--- src/rtl/swt16_pkg.sv ---
// Shared definitions for the swt16 boot loader: FSM state encoding and word framing.
package swt16_pkg;

    typedef enum logic [2:0] {
        LEN_LO,
        LEN_HI,
        DATA_LO,
        DATA_HI,
        CSUM_LO,
        CSUM_HI,
        RUN,
        ERROR
    } loader_state_e;

    localparam int BYTES_PER_WORD = 2;

endpackage

--- src/rtl/byte_pair_assembler.sv ---
// Latches a low byte and presents {high, low} as a word during the high-byte transfer cycle.
module byte_pair_assembler
    import swt16_pkg::*;
(
    input  logic                        clock,
    input  logic                        reset,
    input  logic [7:0]                  data,
    input  logic                        take_lo,
    input  logic                        take_hi,
    output logic [8*BYTES_PER_WORD-1:0] word,
    output logic                        word_valid
);

    logic [7:0] lo_q;

    always_ff @(posedge clock or negedge reset) begin
        if (!reset) begin
            lo_q <= '0;
        end else if (take_lo) begin
            lo_q <= data;
        end
    end

    // Word is combinational so the FSM can act on the same edge as the high byte.
    assign word       = {data, lo_q};
    assign word_valid = take_hi;

endmodule

--- src/rtl/pmem_loader.sv ---
// Boot loader: receives a length/data/checksum byte frame, writes pmem, and gates the core reset.
module pmem_loader
    import swt16_pkg::*;
#(
    parameter int PMEM_ADDR_WIDTH = 12,
    parameter int PMEM_WORD_WIDTH = 16,
    parameter int PMEM_NUM_WORDS  = 2048,
    parameter int PC_INCREMENT    = 2
) (
    input  logic                       clock,
    input  logic                       reset,
    input  logic [7:0]                 in_byte,
    input  logic                       in_byte_valid,
    output logic                       out_byte_ready,
    input  logic                       in_restart,
    output logic                       out_pmem_wr_en,
    output logic [PMEM_ADDR_WIDTH-1:0] out_pmem_wr_addr,
    output logic [PMEM_WORD_WIDTH-1:0] out_pmem_wr_word,
    output logic                       out_core_reset,
    output logic                       out_done,
    output logic                       out_error,
    output loader_state_e              dbg_state
);

    localparam int IDX_W  = $clog2(PMEM_NUM_WORDS) + 1;
    localparam int WORD_W = 8 * BYTES_PER_WORD;
    localparam logic [WORD_W-1:0] MAX_LEN = WORD_W'(PMEM_NUM_WORDS);

    loader_state_e      state;
    logic [WORD_W-1:0]  len_q;
    logic [IDX_W-1:0]   index;
    logic [IDX_W-1:0]   index_next;
    logic [WORD_W-1:0]  acc;
    logic [31:0]        addr_full;

    logic               xfer;
    logic               take_lo;
    logic               take_hi;
    logic [WORD_W-1:0]  pair_word;
    logic               pair_valid;

    // Valid/ready: a byte moves on a rising edge where in_byte_valid && out_byte_ready.
    // Ready is a pure decode of the state register: high in every receive state.
    assign out_byte_ready = (state != RUN) && (state != ERROR);
    assign xfer           = in_byte_valid && out_byte_ready;
    assign take_lo        = xfer && (state == LEN_LO || state == DATA_LO || state == CSUM_LO);
    assign take_hi        = xfer && (state == LEN_HI || state == DATA_HI || state == CSUM_HI);
    assign index_next     = index + IDX_W'(1);
    assign addr_full      = 32'(index) * 32'(PC_INCREMENT);
    assign dbg_state      = state;

    byte_pair_assembler u_pair (
        .clock      (clock),
        .reset      (reset),
        .data       (in_byte),
        .take_lo    (take_lo),
        .take_hi    (take_hi),
        .word       (pair_word),
        .word_valid (pair_valid)
    );

    always_ff @(posedge clock or negedge reset) begin
        if (!reset) begin
            state            <= LEN_LO;
            len_q            <= '0;
            index            <= '0;
            acc              <= '0;
            out_pmem_wr_en   <= 1'b0;
            out_pmem_wr_addr <= '0;
            out_pmem_wr_word <= '0;
            out_core_reset   <= 1'b0;
            out_done         <= 1'b0;
            out_error        <= 1'b0;
        end else begin
            out_pmem_wr_en <= 1'b0;
            case (state)
                LEN_LO: if (xfer) state <= LEN_HI;
                LEN_HI: begin
                    if (pair_valid) begin
                        len_q <= pair_word;
                        index <= '0;
                        acc   <= '0;
                        if (pair_word > MAX_LEN) begin
                            state     <= ERROR;
                            out_error <= 1'b1;
                        end else if (pair_word == '0) begin
                            state <= CSUM_LO;
                        end else begin
                            state <= DATA_LO;
                        end
                    end
                end
                DATA_LO: if (xfer) state <= DATA_HI;
                DATA_HI: begin
                    if (pair_valid) begin
                        out_pmem_wr_en   <= 1'b1;
                        out_pmem_wr_word <= pair_word;
                        out_pmem_wr_addr <= PMEM_ADDR_WIDTH'(addr_full);
                        acc              <= acc ^ pair_word;
                        index            <= index_next;
                        state            <= (WORD_W'(index_next) == len_q) ? CSUM_LO : DATA_LO;
                    end
                end
                CSUM_LO: if (xfer) state <= CSUM_HI;
                CSUM_HI: begin
                    if (pair_valid) begin
                        if (pair_word == acc) begin
                            state          <= RUN;
                            out_core_reset <= 1'b1;
                            out_done       <= 1'b1;
                        end else begin
                            state     <= ERROR;
                            out_error <= 1'b1;
                        end
                    end
                end
                RUN: begin
                    if (in_restart) begin
                        state          <= LEN_LO;
                        out_core_reset <= 1'b0;
                        out_done       <= 1'b0;
                    end
                end
                ERROR: begin
                    if (in_restart) begin
                        state     <= LEN_LO;
                        out_error <= 1'b0;
                    end
                end
                default: state <= LEN_LO;
            endcase
        end
    end

endmodule
--- config.mk ---
export PLATFORM = sky130hd
export DESIGN_NAME = pmem_loader
export DESIGN_NICKNAME = d
export VERILOG_FILES = /design/src/rtl/swt16_pkg.sv /design/src/rtl/byte_pair_assembler.sv /design/src/rtl/pmem_loader.sv
export SDC_FILE = /design/constraint.sdc
export NUM_CORES = 1
export LEC_CHECK = 0
export ABC_AREA = 1
export CORE_MARGIN = 5
export CORE_UTILIZATION = 25
export DETAILED_ROUTE_END_ITERATION = 8
export SLEW_MARGIN = 10
export SYNTH_ARGS = -nofsm -noshare
export SYNTH_HDL_FRONTEND = slang
export SYNTH_HIERARCHICAL = 1
export SYNTH_SLANG_ARGS = --single-unit
--- constraint.sdc ---
create_clock -name clock -period 4.7 [get_ports clock]
set_input_delay 0.705 -clock clock [delete_from_list [all_inputs] [get_ports clock]]
set_output_delay 0.705 -clock clock [all_outputs]
set_load 0.05 [all_outputs]
* Word-level counts from Yosys, hierarchy flattened
Index checks and enable logic that the tools add are counted.
** Word-level totals
- Register bits :: 85
- Latch bits :: 0
- Memory bits (writable) :: 0
- Memory bits (read-only) :: 0
- Output and inout port bits :: 36
- Word-level logic and storage cells :: 85
- Memories :: 0
** Cells by class
- $add $sub $neg :: 1
- Multipliers :: 0
- Div/mod/pow operators :: 0
- $lt $le $gt $ge :: 1
- Equal/unequal tests :: 23
- Shift-type cells :: 0
- Mux-type cells :: 29
- Bitwise operators :: 1
- Reduce and logical (&&, ||, !) cells :: 20
** Operators with widths (number)
- 16-bit 2-to-1 mux :: 2
- 16-bit one-hot mux with 2 select lines :: 1
- 3-bit 2-to-1 mux :: 10
- 12-bit 2-to-1 mux :: 2
- 12-bit one-hot mux with 2 select lines :: 1
- 3-bit one-hot mux with 7 select lines :: 1
- 2-bit != test, second input constant :: 9
- 12-bit by 16-bit equality test with 1-bit output :: 1
- 16-bit equality test :: 1
- 16-bit by 12-bit > comparator with 1-bit output, second input constant :: 1
- 16-bit zero test :: 1
- 16-bit XOR :: 1
- 12-bit by 1-bit adder with 12-bit output, second input constant :: 1
- 3-bit equality test, second input constant :: 4
- 1-bit 2-to-1 mux :: 10
- 7-bit AND reduction :: 1
- 3-bit by 2-bit equality test with 1-bit output, second input constant :: 2
- 2-bit by 1-bit != test with 1-bit output, second input constant :: 3
- 3-bit != test, second input constant :: 2
- 6-bit AND reduction :: 1
- 1-bit logical AND :: 4
- 1-bit logical OR :: 4
- 2-bit AND reduction :: 2
- 4-bit AND reduction :: 1
- 8 further kinds :: 9

* Depth between registers and ports, before layout
Gate-level depths: netlist (run 1).
- Depth in word-level cells :: 6
- Depth in mapped cells :: 16

* Modules after synthesis
The synthesis (run 1) kept the hierarchy.
** By module, submodules not included
- pmem_loader :: times used 1, cells each 461, area each 3758.6 um^2, seq. area each 1926.8 um^2
- byte_pair_assembler :: times used 1, cells each 43, area each 372.9 um^2, seq. area each 200.2 um^2

* Worst setup path before layout (run 1)
OpenSTA, ideal clock, no wires.
- Kind :: register to register
- From :: reg state[1], in the netlist dbg_state[1]
- To :: reg len_q[2]
- Library setup time :: 0.083 ns
- Arrival time :: 2.321 ns
- Path slack :: 2.296 ns
- Cell stages (with the launch flop) :: 11
- Path buffers :: 2
- Period minus slack after synthesis :: 2.404 ns
- Cell sequence :: dfrtp_1 -> nand2_1 -> inv_1 -> nor3_1 -> buf_4 -> nand2_2 -> inv_1 -> nand2_1 -> clkbuf_1 -> nand2_1 -> o21ai_0
** Between the ends
- Longest elaborated chain between the ends :: 5
- Elaborated cells between the ends (all ways) :: 11
** Ends and longest elaborated chain
- from (decl) :: RTL line pmem_loader.sv:29 : loader_state_e state;
- from (signal assigned) :: RTL line pmem_loader.sv:101 : state <= (WORD_W'(index_next) == len_q) ? CSUM_LO : DATA_LO;
- 3-bit != test :: RTL line pmem_loader.sv:44 : assign out_byte_ready = (state != RUN) && (state != ERROR);
- 1-bit logical AND * :: RTL line pmem_loader.sv:44
- named net out_byte_ready :: RTL line pmem_loader.sv:14 : output logic out_byte_ready,
- 1-bit logical AND * :: RTL line pmem_loader.sv:45 : assign xfer = in_byte_valid && out_byte_ready;
- 1-bit logical AND * :: RTL line pmem_loader.sv:47 : assign take_hi = xfer && (state == LEN_HI || state == DATA_HI || state == CSUM_HI);
- named net take_hi :: RTL line pmem_loader.sv:38 : logic take_hi;
- 2-bit AND reduction (no source line) *
- to (signal assigned) :: RTL line pmem_loader.sv:80 : len_q <= pair_word;
- to (decl) :: RTL line pmem_loader.sv:30 : logic [WORD_W-1:0] len_q;
Mark *: on every way through the listed nets, which the timed path passes. The rest lies on a longest branch.
A chain may end at the register's enable or synchronous reset.

* Worst setup path after layout (run 1)
- From :: in in_byte_valid
- To :: reg len_q[7]
** Between the ends
- Longest elaborated chain between the ends :: 3
** Ends and longest elaborated chain
- from (decl) :: RTL line pmem_loader.sv:13 : input logic in_byte_valid,
- 1-bit logical AND :: RTL line pmem_loader.sv:45
- 1-bit logical AND :: RTL line pmem_loader.sv:47
- named net take_hi :: RTL line pmem_loader.sv:38
- 2-bit AND reduction (no source line)
The timed path passes the listed nets, and every way through them passes these cells.

==> results of run 1 <==
==> kinds of logic (layout without fill, tap and decap cells) <==
| logic type | count (synthesis) | count (layout) | share of synthesized area [%] |
|---|---|---|---|
| xor+xnor | 16 | 16 | 3.39 |
| simple gates | 241 | 241 | 25.4 |
| fa+ha+maj | 1 | 1 | 0.303 |
| compound gates | 82 | 82 | 11.0 |
| flops | 85 | 85 | 51.5 |
| buf+inv | 78 | 117 | 8.30 |
| other cells | 1 | 1 | 0.0908 |
==> through the flow <==
step | cells | worst slack (ps)
finish | 763 | 1520
global route | 763 | 1160
CTS | 763 | 1470
detailed placement | 747 | 1100
global placement | 747 | 1280
floorplan | 504 | 2300
==> final cells by class <==
cell class	instances	area, um2	share of cell area (%)
Clock buffer	10	239	4.74
Clock inverter	6	62.6	1.24
Inverter	53	199	3.95
Multi-Input combinational cell	341	1660	33.0
Sequential cell	85	2130	42.2
Tap cell	220	275	5.46
Timing Repair Buffer	48	473	9.39
==> layer usage <==
layer | global-route usage, % | wire [um]
met5 | 0 | 0
met4 | 2.81 | 115
met3 | 3.72 | 389
met1 | 14.2 | 4830
met2 | 17.4 | 4670
==> registers in the layout, indices dropped and copies added, names as in the netlist <==
register          cells
out_pmem_wr_en        1
out_pmem_wr_addr     11
out_pmem_wr_word     16
len_q                16
acc                  16
dbg_state             3
out_error             1
index                12
out_done              1
u_pair/lo_q           8
==> how the worst max path moves through the flow <==
stage / start / end
after detailed placement: in_byte_valid / len_q[7]$_DFFE_PN0P_
final: in_byte_valid / len_q[7]$_DFFE_PN0P_
after global placement: in_byte_valid / len_q[9]$_DFFE_PN0P_
after floorplan: dbg_state[1]$_DFFE_PN0P_ / len_q[2]$_DFFE_PN0P_
after global routing: in_byte_valid / len_q[0]$_DFFE_PN0P_
after CTS: in_byte_valid / len_q[7]$_DFFE_PN0P_
==> placed cells by master, fill, tap and decap left out, drive strengths merged <==
cell	count
nand2	159
dfrtp	85
o21ai	61
inv	53
clkdlybuf4s50	45
nor2	29
nand3	28
nand4	10
clkbuf	10
xor2	9
nor3	8
a22o	8
o22ai	7
xnor2	7
nand3b	4
a21oi	3
clkinvlp	3
buf	3
a31oi	2
nor4	2
clkinv	2
and2	1
o41ai	1
ha	1
conb	1
bufinv	1
==> where the power goes <==
group	leakage [uW]	switching (uW)	internal, uW
Clock	0.000140	294	424
Combinational	0.00107	1090	557
Sequential	0.00111	273	1050
==> impl_metrics.ini, run 1 <==
[status]
status = completed

[sta]
slew_headroom_pct = 31.4
slew_viol_final = 0
worst_hold_slack_ps = 448
fin_crit_sh_pct = 67.6
fin_crit_ps = 3180
worst_pin_slew_ps = 1030
setup_viol = 0
setup_tns_ps = 0
skew_ps = 6.64
max_freq_mhz = 315
finalHoldViolCount = 0
rsz0062_at_grt = no

[setup_path]
slowest_delay_ps = 600
end_kind = flip-flop
path_delay_family = simple AND/OR/NAND/NOR gates
cp_slowest_cell = nand2_1
critical_path.cell_chain = clkdlybuf4s50_1, inv_1, nor3_1, nand2_2, inv_1, nand2_1, o21ai_0
path_class = input port to flip-flop
worst-path-buf-inv = 3
r2r-end = len_q[7]$_DFFE_PN0P_
cp_data_arrival_time_ps = 3420
critical_path_depth = 7
cp.required_ps = 4940
cp_max_fo = 32
reg2reg_depth = 7
rrSetupSlack_ps = 1710
cp_common_cell = inv_1
start_kind = input port
timing.rr.start = dbg_state[2]$_DFFE_PN0P_

[detailed_routing]
ant_nets = 0
drc = 0
viasPerCell = 4.30
routedWlPerCell_um = 13.1
dr.pass1.iters = 4
via_count = 3280
drt_wl_total_um = 10000
drt_iter0_drc = 185

[cells_and_area]
final_area_um2 = 5040
finalNetCount = 551
diodes = 0
n_fill_cell = 1739
drive_gt1_share_pct = 6.26
post-route-util_pct = 30.7
area_growth_pct = 21.9

[hold_path]
hold_class = input port to async pin

[pwr]
max-vdd-ir-drop_mv = 0.251
power_uw = 3690
p_per_area_nw_per_um2 = 732
leakage_uw = 0.00232

[synthesis]
synth-main-ff-cell = dfrtp_1
yosys.cell_types.count = 29
synth_commonest_cells = 156 x nand2_1, 85 x dfrtp_1, 61 x o21ai_0
synth-async-reset-ratio_pct = 100
synth_fp_nets = 517
synth_top_cell_by_area = dfrtp_1
synth_area_um2 = 4130
synth-seq-cells = 85
seq_area_frac_synth_pct = 51.5
syn_avg_cell_area_um2 = 8.20
synth_area_leaders = dfrtp_1 51%, nand2_1 14%, o21ai_0 7.4%, inv_1 4.5%, nand3_1 3.3%
yosys.cell_count.top_type = nand2_1
synth-warning-count = 6
synth_cells = 504
synth_top_area_share_pct = 51.5
synth_edf_count = 0

[clocking]
htreeDepth = 3
cts.reportedPaths.clkPinSlew_ps = 60
cts-root-buf = clkbuf_16
cts_tree = built
cts_setup_buffers = 0
postCtsHoldBufs = 0
ctsResizeCount = 0
cts_buffers = 9
clock_sinks = 85
clkLatencyLatePin_ps = 340
cts_buffer_depth = 2

[flow_run]
cap_violations = 0

[global_route]
grt_pass1_wl_um = 17000
grt_overflow = 0
grt_usage_pct = 10.9
grt_pass1_vias = 3241
antenna_found_initial = 0
grt_start_max_net_pins = 71

[floorplanning]
fp-row-count = 47
pin_count = 48
fp.dieW_um = 139
core_um2 = 16400
fp.dieH_um = 139
initial_core_util_pct = 25.2
die_area_um2 = 19200

[placement]
io_buffer_count = 46
dpl.hpwl_um = 7140
gp_congestion = 0.774
placed_area_um2 = 4740
No activity file was read; power rests on OpenSTA's default activity.
==> run 2, diff against run 1 <==
clock period = 2.6 ns   (was 4.7 ns; I/O delays follow)
==> impl_metrics.ini, run 2 (synthesis results as in run 1) <==
[cells_and_area]
n_fill_cell = 1712
drive_gt1_share_pct = 6.95
final_common_cell = nand2_1
layout.area.seq_um2 = 2130
final_area_um2 = 5080
finalNetCount = 555
area_growth_pct = 22.9
reg.largest.list = acc (16), len_q (16), out_pmem_wr_word (16)
final_cell_mix = 156 x nand2_1, 85 x dfrtp_1, 61 x o21ai_0
diodes = 0
multi_input_area_um2 = 1660

[setup_path]
cp_slowest_cell = dfrtp_1
r2r-end = out_pmem_wr_word[6]$_DFFE_PN0P_
cp_data_arrival_time_ps = 2420
end_kind = flip-flop
start_kind = flip-flop
critical_path.cell_chain = nand2_1, inv_1, nor3_1, nand2_2, nor2_4, inv_2, o21ai_0
reg2reg_depth = 7
cp.required_ps = 2830
timing.rr.start = dbg_state[1]$_DFFE_PN0P_
slowest_delay_ps = 470
cp_max_fo = 70
path_class = flip-flop to flip-flop
worst-path-buf-inv = 2
path_delay_family = simple AND/OR/NAND/NOR gates
rrSetupSlack_ps = 410

[floorplanning]
pin_count = 48
core_um2 = 16400
fp.dieW_um = 139
fp.dieH_um = 139
initial_core_util_pct = 25.2
fp-row-count = 47
die_area_um2 = 19200

[flow_run]
cap_violations = 0

[sta]
slew_headroom_pct = 31.3
fin_crit_ps = 2190
rsz0062_at_grt = no
worst_pin_slew_ps = 1030
slew_viol_final = 0
setup_tns_ps = 0
max_freq_mhz = 457
skew_ps = 9.09
fin_crit_sh_pct = 84.1
setup_viol = 0
finalHoldViolCount = 0

[clocking]
ctsResizeCount = 0
cts_tree = built
clock_sinks = 85
cts_buffer_depth = 2
cts_setup_buffers = 0
cts-root-buf = clkbuf_16
clkLatencyLatePin_ps = 340
cts_buffers = 9
htreeDepth = 3
postCtsHoldBufs = 0
cts.reportedPaths.clkPinSlew_ps = 60

[pwr]
power_uw = 6670
switchingPower_uw = 3000
max-vdd-ir-drop_mv = 0.360
p_per_area_nw_per_um2 = 1310
internal_power_uw = 3680
power_frac_comb_pct = 45.2
leakage_uw = 0.00235
sw_frac_of_total_pct = 44.9
seq_power_share_pct = 35.6
power_frac_clock_pct = 19.3

[detailed_routing]
via_count = 3328
routedWlPerCell_um = 12.8
ant_nets = 0
viasPerCell = 4.34
drt_iter0_drc = 228
dr.pass1.iters = 4
drt_wl_total_um = 9830
drc = 0

[global_route]
grt_pass1_vias = 3335
grt_usage_pct = 10.7
grt_pass1_wl_um = 16900
grt_overflow = 0
antenna_found_initial = 0
grt_start_max_net_pins = 71

[placement]
gp_congestion = 0.762
placed_area_um2 = 4780
io_buffer_count = 46
dpl.hpwl_um = 7090

[status]
status = completed

[hold_path]
hold_class = input port to async pin
## run 2: power by group through the flow
stage	Clock (uW)	Combinational, uW	Sequential (uW)
floorplan	0	1440	3030
global placement	0	3010	2400
detailed placement	0	3040	2400
CTS	1310	3060	2380
global route	1370	3360	2470
finish	1280	3020	2370
## run 2: worst register-to-register path, stage by stage, from the launching register on
cell and delay, ps:
dfrtp_1 470, nand2_1 150, inv_1 80, nor3_1 370, nand2_2 160, nor2_4 120
inv_2 360, o21ai_0 380
## run 2: metrics by stage
step	std cells	setup WS [ps]	utilization (%)	hold WS, ps
2_1_floorplan	504	196	-	94.4
3_3_place_gp	751	246	29.1	388
3_5_place_dp	751	141	29.1	394
4_1_cts	767	381	31.0	25.0
5_1_grt	767	121	31.0	46.1
6_report	767	413	31.0	8.90
## run 2: final cells by class
type,count,area share [%]
multi-input cells,341,32.7
inverters,53,3.92
repair buffers,52,10.2
clock inverters,7,1.48
well taps,220,5.42
flip-flops and latches,85,41.9
clock buffers,9,4.43
## run 2: per-layer routing
layer  vias to the layer above  global-route usage, %  wire length [um]
li1                       1705                      -                 -
met1                      1552                   13.7              4590
met2                        59                   18.1              4710
met3                        12                   2.69               399
met4                         0                   2.96               126
met5                         -                      0                 0
## run 2: worst max path at each step
| stage | from | to | slack (ps) | cells past startpoint |
|---|---|---|---|---|
| after global routing | dbg_state[2]$_DFFE_PN0P_ | out_pmem_wr_addr[5]$_DFFE_PN0P_ | 120 | 8 |
| after CTS | dbg_state[2]$_DFFE_PN0P_ | out_pmem_wr_word[6]$_DFFE_PN0P_ | 380 | 7 |
| after floorplan | dbg_state[1]$_DFFE_PN0P_ | len_q[2]$_DFFE_PN0P_ | 200 | 10 |
| final | dbg_state[1]$_DFFE_PN0P_ | out_pmem_wr_word[6]$_DFFE_PN0P_ | 410 | 7 |
| after global placement | in_byte_valid | out_pmem_wr_word[15]$_DFFE_PN0P_ | 250 | 8 |
| after detailed placement | in_byte_valid | out_pmem_wr_word[6]$_DFFE_PN0P_ | 140 | 7 |
